[src/rtl/spi_master_ctrl.sv]
// spi_master_ctrl
//   Read-side consumer of the AHB-to-SPI async FIFO, in the SPI clock domain. Pops 41-bit
//   command words {rw, addr, wdata} and sends each as one SPI mode-0 frame, MSB first.
//   Read commands (rw=0) return the last DATA_BITS MISO samples as a one-cycle response.
// Ports
//   clk, rst_n     SPI-domain clock (same as FIFO rd_clk), async active-low reset
//   fifo_empty     FIFO empty flag
//   fifo_rd_en     FIFO pop strobe (only in IDLE and only when not empty)
//   fifo_rd_data   FIFO read data, valid the cycle after fifo_rd_en
//   sclk/cs_n/mosi SPI outputs (CPOL=0, CPHA=0)
//   miso           SPI input, sampled on the SCLK rising edge
//   busy           high whenever the FSM is not idle
//   rd_resp_valid  one-cycle pulse when read data is ready
//   rd_resp_data   captured read data, held until the next read completes
module spi_master_ctrl #(
   parameter int unsigned DATA_WIDTH = 41,
   parameter int unsigned ADDR_BITS  = 8,
   parameter int unsigned DATA_BITS  = 32,
   parameter int unsigned CLK_DIV    = 2,
   parameter int unsigned CS_GAP     = 2
) (
   input  logic                  clk,
   input  logic                  rst_n,
   input  logic                  fifo_empty,
   output logic                  fifo_rd_en,
   input  logic [DATA_WIDTH-1:0] fifo_rd_data,
   output logic                  sclk,
   output logic                  cs_n,
   output logic                  mosi,
   input  logic                  miso,
   output logic                  busy,
   output logic                  rd_resp_valid,
   output logic [DATA_BITS-1:0]  rd_resp_data
);

   // Bits per frame; equals DATA_WIDTH in any legal configuration.
   localparam int unsigned WordW = 1 + ADDR_BITS + DATA_BITS;
   localparam int unsigned DivW  = (CLK_DIV > 1) ? $clog2(CLK_DIV) : 1;
   localparam int unsigned GapW  = (CS_GAP > 1) ? $clog2(CS_GAP) : 1;
   localparam int unsigned BitW  = $clog2(WordW + 1);

   typedef enum logic [2:0] {StIdle, StPop, StLoad, StXfer, StGap} state_e;

   state_e                state_q, state_d;
   logic [DivW-1:0]       div_q, div_d;
   logic [GapW-1:0]       gap_q, gap_d;
   logic [BitW-1:0]       bit_q, bit_d;
   logic                  sclk_q, sclk_d;
   logic                  rw_q, rw_d;
   logic [DATA_WIDTH-1:0] shift_q, shift_d;
   logic [DATA_BITS-1:0]  cap_q, cap_d;
   logic [DATA_BITS-1:0]  resp_data_q, resp_data_d;
   logic                  resp_valid_q, resp_valid_d;
   logic                  div_tick;

   assign div_tick = (div_q == DivW'(CLK_DIV - 1));

   always_comb begin
      state_d      = state_q;
      div_d        = div_q;
      gap_d        = gap_q;
      bit_d        = bit_q;
      sclk_d       = sclk_q;
      rw_d         = rw_q;
      shift_d      = shift_q;
      cap_d        = cap_q;
      resp_data_d  = resp_data_q;
      resp_valid_d = 1'b0;
      unique case (state_q)
         StIdle: begin
            if (!fifo_empty) state_d = StPop;
         end
         StPop: begin
            state_d = StLoad;
         end
         StLoad: begin
            shift_d = fifo_rd_data;
            rw_d    = fifo_rd_data[DATA_WIDTH-1];
            div_d   = '0;
            bit_d   = '0;
            sclk_d  = 1'b0;
            state_d = StXfer;
         end
         StXfer: begin
            if (div_tick) begin
               div_d  = '0;
               sclk_d = !sclk_q;
               if (!sclk_q) begin
                  // Rising edge: older samples fall off the top, leaving the last DATA_BITS.
                  cap_d = {cap_q[DATA_BITS-2:0], miso};
               end else begin
                  shift_d = shift_q << 1;
                  bit_d   = bit_q + BitW'(1);
                  if (bit_q == BitW'(WordW - 1)) begin
                     state_d = StGap;
                     gap_d   = '0;
                     if (!rw_q) begin
                        resp_valid_d = 1'b1;
                        resp_data_d  = cap_q;
                     end
                  end
               end
            end else begin
               div_d = div_q + DivW'(1);
            end
         end
         StGap: begin
            if (gap_q == GapW'(CS_GAP - 1)) state_d = StIdle;
            else gap_d = gap_q + GapW'(1);
         end
         default: state_d = StIdle;
      endcase
   end

   always_ff @(posedge clk or negedge rst_n) begin
      if (!rst_n) begin
         state_q      <= StIdle;
         div_q        <= '0;
         gap_q        <= '0;
         bit_q        <= '0;
         sclk_q       <= 1'b0;
         rw_q         <= 1'b0;
         shift_q      <= '0;
         cap_q        <= '0;
         resp_data_q  <= '0;
         resp_valid_q <= 1'b0;
      end else begin
         state_q      <= state_d;
         div_q        <= div_d;
         gap_q        <= gap_d;
         bit_q        <= bit_d;
         sclk_q       <= sclk_d;
         rw_q         <= rw_d;
         shift_q      <= shift_d;
         cap_q        <= cap_d;
         resp_data_q  <= resp_data_d;
         resp_valid_q <= resp_valid_d;
      end
   end

   // rst_n gating keeps the pop strobe low while reset holds the FSM in IDLE.
   assign fifo_rd_en    = rst_n && (state_q == StIdle) && !fifo_empty;
   // cs_n and the first MOSI bit come straight from LOAD so the frame starts on that cycle.
   assign cs_n          = !((state_q == StLoad) || (state_q == StXfer));
   assign mosi          = (state_q == StLoad) ? fifo_rd_data[DATA_WIDTH-1] :
                          (state_q == StXfer) ? shift_q[DATA_WIDTH-1] : 1'b0;
   assign sclk          = sclk_q;
   assign busy          = (state_q != StIdle);
   assign rd_resp_valid = resp_valid_q;
   assign rd_resp_data  = resp_data_q;

endmodule

[config.mk]
export PLATFORM = sky130hd
export DESIGN_NAME = spi_master_ctrl
export DESIGN_NICKNAME = d
export VERILOG_FILES = /design/src/rtl/spi_master_ctrl.sv
export SDC_FILE = /design/constraint.sdc
export NUM_CORES = 1
export LEC_CHECK = 0
export CELL_PAD_IN_SITES_DETAIL_PLACEMENT = 1
export CELL_PAD_IN_SITES_GLOBAL_PLACEMENT = 2
export CORE_MARGIN = 4
export CORE_UTILIZATION = 25
export CTS_CLUSTER_DIAMETER = 80
export DETAILED_ROUTE_END_ITERATION = 7
export MAX_ROUTING_LAYER = met4
export PLACE_DENSITY = 0.63
export SYNTH_ARGS = -nofsm -noshare
export SYNTH_HDL_FRONTEND = slang
export SYNTH_SLANG_ARGS = --single-unit
[constraint.sdc]
create_clock -name clk -period 5.5 [get_ports clk]
set_clock_uncertainty 0.2 [all_clocks]
set_input_delay 0.825 -clock clk [delete_from_list [all_inputs] [get_ports clk]]
set_output_delay 0.825 -clock clk [all_outputs]
set_load 0.05 [all_outputs]
==> flow_summary.toml, run 1 <==
[drt]
routed_wl_um = 12280
detailedRoute.firstIterationViolations = 126
avgViaCountPerCell = 4.475
drc = 0
wl_per_cell_um = 16.35
antenna_left = 0
drt_pre_antenna_iters = 4
detailroute.via_count = 3361

[global_routing]
grt_use_total_pct = 11.89
maximum_number_of_pins_on_one_net_before_global_route_repair = 69
grt_overflow_total = 0
antenna_violations_before_repair = 1
first_pass_grt_wire_length_um = 20260
first_global_vias = 3765

[synthesis]
synth_ff_type = "sky130_fd_sc_hd__dfrtp_1"
synthesis.area_um2 = 5066
synthArstFlopShare_pct = 100.0
register_area_share_after_synthesis_pct = 58.78
synth-edff-count = 0
yosysWarningCount = 0
synth_area_leaders = "sky130_fd_sc_hd__dfrtp_1 (59%), sky130_fd_sc_hd__mux2_2 (14%), sky130_fd_sc_hd__mux2i_1 (8.5%)"
synthDominantAreaCellType = "sky130_fd_sc_hd__dfrtp_1"
synth.avg_cell_area_um2 = 12.86
synth.ff_latch_count = 119
netlist.area_leader.share_pct = 58.78
synthDistinctLibCells = 36
synth_cells = 394
postSynthNetCount = 441

[placed_design]
dp_slack_ps = 1972
hpwl_um = 7736
detailed_place.area_um2 = 6133
finalWeightedCongestion = 0.7338
port_buffers = 82
post-place-cells = 718

[sta]
maximum_operating_frequency_ghz = 0.2904
totalNegativeSetupSlack_ps = 0
whs_ps = 244.5
maxSlewHeadroom_pct = 38.70
postLayoutSetupSlackWorst_ps = 2057
setup_repair_after_global_routing_missed_its_margin = "no"
fin_crit_sh_pct = 62.61
finalCriticalPeriod_ps = 3443
slew_viol_final = 0
report.final.setup_viol = 0
timing_worst_slew_pin_value_ps = 919.5
hold_violations = 0

[flow_run]
cap_viol_max_count = 0

[setup_path]
startpoint_type = "primary input"
worst_r2r_path_depth = 4
path_max_fanout = 53
r2r_setup_slack_ps = 2780
timing.critical_path.arrival_ps = 2420
cp-startpoint = "rst_n"
worst_setup_path_end_kind = "output pin"
worstReg2RegEnd = "rd_resp_data[1]$_DFFE_PN0P_"
cp.required_ps = 4470
setup.worst_path.class = "in -> out"
reg2reg_from = "state_q[2]$_DFFE_PN0P_"

[cts]
post_cts_resize_count = 0
cts_buffers = 17
clkSinkCount = 119
cts_root_buf = "sky130_fd_sc_hd__clkbuf_16"
cts-hold-fix-buffers = 0
htree_levels = 4
cts_tree = "yes"
worst_skew_pair.late_latency_ps = 410
cts.repair_timing.setup_buffer_count = 0
clockBufferDepth = 2
path_clk_slew_ps = 50

[cells_and_area]
drive_gt1_share_pct = 22.89
finish.instance_area_um2 = 6703
layout.core_utilization_pct = 33.99
final_cell_mix = "sky130_fd_sc_hd__dfrtp_1 (119), sky130_fd_sc_hd__o21ai_0 (83), sky130_fd_sc_hd__clkdlybuf4s50_1 (81)"
layout_filler_cell_count = 2095
ff_latch_area_um2 = 2978
finalNetCount = 519
multiInputGateArea_um2 = 1927
post_layout_nonfiller_instances = 751
most_common_cell_after_layout_fill_and_taps_aside = "sky130_fd_sc_hd__dfrtp_1"
synthToLayoutAreaGrowth_pct = 32.30

[floorplanning]
fp.dieArea_um2 = 22610
die_w_um = 150.4
io_pins = 83
start_util_pct = 25.69
row_count = 51
core-area_um2 = 19720
die_height_um = 150.4

[power]
power.ir.vdd_worst_mv = 0.1977
power.total_mw = 2.026
leakagePower_nw = 2.804
pwr_density_cell_nw_per_um2 = 302.3

[status]
outcome = "completed"

[worst_hold_path]
hold_path_class = "in -> async"
[metal layers]
metal	up-vias	wire, um	track usage (%)	part of all wire, %
met2	65	6064	19.06	49
met3	15	687	3.733	5.6
li1	1574	-	-	-
met5	-	0	-	0
met4	0	178	4.392	1.4
met1	1707	5346	14.08	44
[power by group]
| part | internal, mW | switching [mW] | total, mW |
|---|---|---|---|
| Sequential | 0.892 | 0.00921 | 0.901 |
| Combinational | 0.0383 | 0.0323 | 0.0706 |
| Clock | 0.633 | 0.421 | 1.05 |
| Total | 1.56 | 0.462 | 2.03 |
[registers in the layout, summed over array words and instances (netlist names), 3 cells and up]
name and flops:
rd_resp_data 32, shift_q 41, state_q 3, cap_q 32
bit_q 6
[logic make-up after synthesis]
family,synth area share (%)
fa+ha+maj,0.4939
simple gates,3.705
mux,23.17
flops,58.78
compound gates,10.27
buf+inv,3.581
[synthesized netlist by cell type (3+ instances only)]
cell type	instances
sky130_fd_sc_hd__dfrtp_1	119
sky130_fd_sc_hd__o21ai_0	83
sky130_fd_sc_hd__mux2_2	65
sky130_fd_sc_hd__mux2i_1	43
sky130_fd_sc_hd__clkbuf_1	17
sky130_fd_sc_hd__buf_2	7
sky130_fd_sc_hd__inv_1	7
sky130_fd_sc_hd__nor2_1	7
sky130_fd_sc_hd__a21oi_1	4
sky130_fd_sc_hd__buf_4	3
sky130_fd_sc_hd__buf_6	3
sky130_fd_sc_hd__nand2_1	3
sky130_fd_sc_hd__o31ai_1	3
sky130_fd_sc_hd__or4_1	3
[area by class of cell]
type	instances	area share (%)
Tap cell	265	4.947
Sequential cell	119	44.43
Multi-Input combinational cell	238	28.75
Inverter	7	0.3920
Timing Repair Buffer	89	12.99
Clock buffer	18	6.552
Antenna cell	1	0.03733
Clock inverter	14	1.904
[worst max-delay path by stage]
| stage | end | slack (ps) | cells after the start |
|---|---|---|---|
| finish | fifo_rd_en | 2060 | 3 |
| global route | fifo_rd_en | 1870 | 3 |
| CTS | fifo_rd_en | 1970 | 3 |
| detailed placement | fifo_rd_en | 1970 | 3 |
| global placement | fifo_rd_en | 2030 | 3 |
| floorplan | mosi | 2530 | 5 |
[critical path, stage by stage]
cell                              delay, ps
sky130_fd_sc_hd__buf_4                  520
sky130_fd_sc_hd__and3_1                 270
sky130_fd_sc_hd__clkdlybuf4s50_1        800
(Power assumes the default switching activity.)
==> inputs of run 2 (changes only) <==
- clock period: 5.5 -> 3.2 ns (I/O delays scaled with it)
==> run 2 against run 1 <==
  * Via count up 0.51%
  * Wire length down 2.0%
  * Global-route usage down 0.24 points
  * Highest routed layer unchanged
  * Largest cell class unchanged
  * Clock-buffer cell count up 6
  * Utilization up 0.30 points
  * Critical endpoint is now busy
  * Non-clock buffer count up 2
==> flow_summary.toml, run 2 (synthesis gave the netlist of run 1 again) <==
[status]
outcome = "completed"

[sta]
maximum_operating_frequency_ghz = 0.3785
totalNegativeSetupSlack_ps = 0
setup_repair_after_global_routing_missed_its_margin = "no"
postLayoutSetupSlackWorst_ps = 557.7
hold_violations = 0
fin_crit_sh_pct = 82.57
whs_ps = 303.9
report.final.setup_viol = 0
finalCriticalPeriod_ps = 2642
slew_viol_final = 0
timing_worst_slew_pin_value_ps = 822.0
maxSlewHeadroom_pct = 45.08

[drt]
routed_wl_um = 12030
drc = 0
avgViaCountPerCell = 4.486
detailedRoute.firstIterationViolations = 115
detailroute.via_count = 3378
antenna_left = 0
wl_per_cell_um = 15.98
drt_pre_antenna_iters = 4

[cts]
worst_skew_pair.late_latency_ps = 410
cts_buffers = 17
path_clk_slew_ps = 50
cts_root_buf = "sky130_fd_sc_hd__clkbuf_16"
htree_levels = 4
cts_tree = "yes"
clockBufferDepth = 2
post_cts_resize_count = 0
clkSinkCount = 119

[placed_design]
port_buffers = 82
hpwl_um = 7332
dp_slack_ps = 854.6
finalWeightedCongestion = 0.7311

[setup_path]
timing.critical_path.arrival_ps = 1960
worst_setup_path_end_kind = "output pin"
cp.required_ps = 2520
cells_along_the_critical_path = "or3_1 > clkdlybuf4s50_1"
cp_slowest_stage_delay_ps = 700
setup.worst_path.class = "reg -> out"
startpoint_type = "register"
cp_slowest_cell = "sky130_fd_sc_hd__clkdlybuf4s50_1"
path_max_fanout = 9

[flow_run]
cap_viol_max_count = 0

[floorplanning]
core-area_um2 = 19720
io_pins = 83
die_height_um = 150.4
row_count = 51
fp.dieArea_um2 = 22610
die_w_um = 150.4
start_util_pct = 25.69

[global_routing]
first_pass_grt_wire_length_um = 20000
grt_use_total_pct = 11.65
maximum_number_of_pins_on_one_net_before_global_route_repair = 120
antenna_violations_before_repair = 1
grt_overflow_total = 0
first_global_vias = 3780

[worst_hold_path]
hold_path_class = "reg -> reg"

[cells_and_area]
finalNetCount = 521
number_of_flip_flops_in_the_largest_register = 41
drive_gt1_share_pct = 22.59
final_cell_mix = "sky130_fd_sc_hd__dfrtp_1 (119), sky130_fd_sc_hd__o21ai_0 (83), sky130_fd_sc_hd__clkdlybuf4s50_1 (79)"
most_common_cell_after_layout_fill_and_taps_aside = "sky130_fd_sc_hd__dfrtp_1"
top_register = "shift_q"
synthToLayoutAreaGrowth_pct = 33.49

[power]
pwr_density_cell_nw_per_um2 = 534.0
leakagePower_nw = 2.854
power.total_mw = 3.612
power.ir.vdd_worst_mv = 0.3465
run 2: cell count changes in the layout (fill, tap and decap cells not counted), sizes merged:
cell           change
clkbuf             +6
clkinvlp           -5
buf                +3
bufinv             +2
clkdlybuf4s50      -2
inv                -2
clkinv             -1
dlygate4sd3        +1
run 2: final timing paths:
path / from / to / slack [ps] / depth (start not counted)
worst min register to register: shift_q[2]$_DFFE_PN0P_ / shift_q[2]$_DFFE_PN0P_ / 300 / 2
min in group asynchronous: rst_n / state_q[1]$_DFFE_PN0P_ / 460 / 3
max in group asynchronous: rst_n / cap_q[30]$_DFFE_PN0P_ / 1720 / 3
worst min-delay path: shift_q[2]$_DFFE_PN0P_ / shift_q[2]$_DFFE_PN0P_ / 300 / 2
worst max-delay path: state_q[0]$_DFFE_PN0P_ / busy / 560 / 2
worst max register to register: sclk$_DFFE_PN0P_ / rd_resp_data[0]$_DFFE_PN0P_ / 910 / 4
run 2: repair_timing:
| item | 4_1_cts | 5_1_grt |
|---|---|---|
| hold buffers | 1 | 0 |
| setup buffers | 0 | 0 |
| endpoints found under the hold margin | 7 | 0 |
run 2: power by group:
group	leakage (nW)	internal, mW	switching (mW)
logic	1.03	0.0680	0.0527
registers	1.53	1.53	0.0158
clock network	0.290	1.28	0.659
total	2.85	2.88	0.727
run 2: metal layers:
metal	wire length (um)	share of wire, %	up-vias	GRT usage, %
li1	-	-	1582	-
met5	0	0	-	-
met4	150	1.2	0	3.843
met3	630	5.2	12	4.244
met2	5731	48	68	17.76
met1	5518	46	1716	14.39
run 2: cell type report:
class,instances,area (um2)
Fill cell,2088,12950
Sequential cell,119,2978
Multi-Input combinational cell,238,1927
Timing Repair Buffer,91,895.9
Clock buffer,24,481.7
Tap cell,265,331.6
Clock inverter,8,120.1
Inverter,7,26.28
Antenna cell,1,2.502
run 2: stage by stage:
step / util [%] / instances / cell area [um2]
3_5_place_dp: 31.18 / 719 / 6148
4_1_cts: 34.29 / 752 / 6760
6_report: 34.30 / 753 / 6763
5_1_grt: 34.30 / 753 / 6763
2_1_floorplan: - / 394 / 5066
3_3_place_gp: 31.18 / 719 / 6148
run 2: critical path: cells and delay by family (launching register included):
kind / cells / cell delay [ps]
buffers and inverters: 1 / 700
and+or+nand+nor: 1 / 370
DFF: 1 / 480
==> inputs of run 3 (changes only) <==
- clock period: 3.2 -> 2.7 ns (I/O delays scaled with it)
==> run 3 against run 2 <==
  * Setup slack worse by 430 ps
  * Critical endpoint unchanged
  * Sequential share of layout area down 0.057 points
  * Largest power group unchanged
  * Via count up 0.86%
  * Register-to-register slack worse by 380 ps
==> flow_summary.toml, run 3 (synthesis gave the netlist of run 1 again) <==
[cells_and_area]
number_of_flip_flops_in_the_largest_register = 41
most_common_cell_after_layout_fill_and_taps_aside = "sky130_fd_sc_hd__dfrtp_1"
synthToLayoutAreaGrowth_pct = 33.66
layout.core_utilization_pct = 34.34
final_cell_mix = "sky130_fd_sc_hd__dfrtp_1 (119), sky130_fd_sc_hd__o21ai_0 (83), sky130_fd_sc_hd__clkdlybuf4s50_1 (78)"
finish.instance_area_um2 = 6771
drive_gt1_share_pct = 22.90
finalNetCount = 523
layout_filler_cell_count = 2114
top_register = "shift_q"
post_layout_nonfiller_instances = 755

[floorplanning]
io_pins = 83
die_height_um = 150.4
core-area_um2 = 19720
row_count = 51
die_w_um = 150.4
fp.dieArea_um2 = 22610
start_util_pct = 25.69

[placed_design]
post-place-cells = 721
dp_slack_ps = 547.9
port_buffers = 82
detailed_place.area_um2 = 6223
finalWeightedCongestion = 0.7452
hpwl_um = 7631

[setup_path]
worst_r2r_path_depth = 4
reg2reg_from = "sclk$_DFFE_PN0P_"
r2r_setup_slack_ps = 530
worst_setup_path_end_kind = "output pin"
cp.required_ps = 2100
startpoint_type = "register"
setup.worst_path.class = "reg -> out"
critical_path_buf_inv_count = 1
timing.critical_path.arrival_ps = 1960
cp_slowest_stage_delay_ps = 700
path_max_fanout = 9
cp_slowest_cell = "sky130_fd_sc_hd__clkdlybuf4s50_1"
cells_along_the_critical_path = "or3_1 > clkdlybuf4s50_1"
worst_path_dominant_cell_family = "buffers and inverters"
worstReg2RegEnd = "rd_resp_data[28]$_DFFE_PN0P_"

[global_routing]
antenna_violations_before_repair = 1
grt_overflow_total = 0
grt_use_total_pct = 11.59
first_global_vias = 3785
maximum_number_of_pins_on_one_net_before_global_route_repair = 120
first_pass_grt_wire_length_um = 19840

[sta]
totalNegativeSetupSlack_ps = 0
report.final.setup_viol = 0
whs_ps = 302.4
postLayoutSetupSlackWorst_ps = 130.5
hold_violations = 0
timing_worst_slew_pin_value_ps = 694.6
slew_viol_final = 0
setup_repair_after_global_routing_missed_its_margin = "no"
fin_crit_sh_pct = 95.17
finalCriticalPeriod_ps = 2569
maximum_operating_frequency_ghz = 0.3892
maxSlewHeadroom_pct = 53.69

[cts]
htree_levels = 4
clkSinkCount = 119
cts_root_buf = "sky130_fd_sc_hd__clkbuf_16"
worst_skew_pair.late_latency_ps = 410
post_cts_resize_count = 0
clockBufferDepth = 2
cts_tree = "yes"
path_clk_slew_ps = 60
cts_buffers = 17

[power]
power.ir.vdd_worst_mv = 0.4075
power.total_mw = 4.036
pwr_density_cell_nw_per_um2 = 596.0
leakagePower_nw = 2.849

[drt]
wl_per_cell_um = 16.13
antenna_left = 0
detail_route.wirelength.met1_um = 5345
routed.top_layer = "met4"
drc = 0
avgViaCountPerCell = 4.513
drt_pre_antenna_iters = 4
met2RoutedLength_um = 6023
detailroute.via_count = 3407
detailedRoute.firstIterationViolations = 101
routed_wl_um = 12180
wl_met3_um = 618

[status]
outcome = "completed"

[worst_hold_path]
hold_path_class = "reg -> reg"
hold_crit_start = "cap_q[31]$_DFFE_PN0P_"
hold-path-cell-count = 1
holdPathEnd = "cap_q[31]$_DFFE_PN0P_"

[flow_run]
cap_viol_max_count = 0
==> run 3: cell count changes in the layout (fill, tap and decap cells not counted) <==
cell,delta
sky130_fd_sc_hd__clkbuf_1,+1
sky130_fd_sc_hd__clkbuf_8,-2
sky130_fd_sc_hd__clkdlybuf4s50_1,-1
sky130_fd_sc_hd__buf_4,-2
sky130_fd_sc_hd__bufinv_16,-2
sky130_fd_sc_hd__clkinvlp_4,+1
sky130_fd_sc_hd__buf_12,+5
sky130_fd_sc_hd__clkinv_2,+2
==> run 3: where the power goes <==
group / total [mW] / leakage (nW) / internal (mW) / switching (mW)
clock: 2.05 / 0.257 / 1.28 / 0.774
combinational: 0.147 / 1.06 / 0.0826 / 0.0647
sequential: 1.84 / 1.53 / 1.82 / 0.0183
==> run 3: worst max path at each step <==
stage / startpoint / end / depth (start not counted)
6_report: state_q[0]$_DFFE_PN0P_ / busy / 2
2_1_floorplan: state_q[2]$_DFFE_PN0P_ / mosi / 5
3_5_place_dp: sclk$_DFFE_PN0P_ / rd_resp_data[14]$_DFFE_PN0P_ / 4
3_3_place_gp: state_q[0]$_DFFE_PN0P_ / busy / 2
5_1_grt: state_q[0]$_DFFE_PN0P_ / busy / 2
4_1_cts: state_q[0]$_DFFE_PN0P_ / busy / 2
==> run 3: what timing repair did <==
item	in CTS	in global routing
endpoints found under the hold margin	119	0
hold buffers	1	0
buffers inserted	0	0
==> run 3: cell type report <==
type | instances | area [um2] | share of cell area [%]
Multi-Input combinational cell | 238 | 1927 | 28.46
Antenna cell | 1 | 2.502 | 0.03695
Clock inverter | 9 | 77.57 | 1.146
Clock buffer | 23 | 457.9 | 6.763
Timing Repair Buffer | 93 | 970.9 | 14.34
Tap cell | 265 | 331.6 | 4.897
Inverter | 7 | 26.28 | 0.3880
Sequential cell | 119 | 2978 | 43.98
==> run 3: routing by layer <==
metal	global-route usage (%)	vias to the layer above
li1	-	1581
met2	18.73	65
met3	3.733	16
met5	-	-
met4	4.254	0
met1	13.54	1745
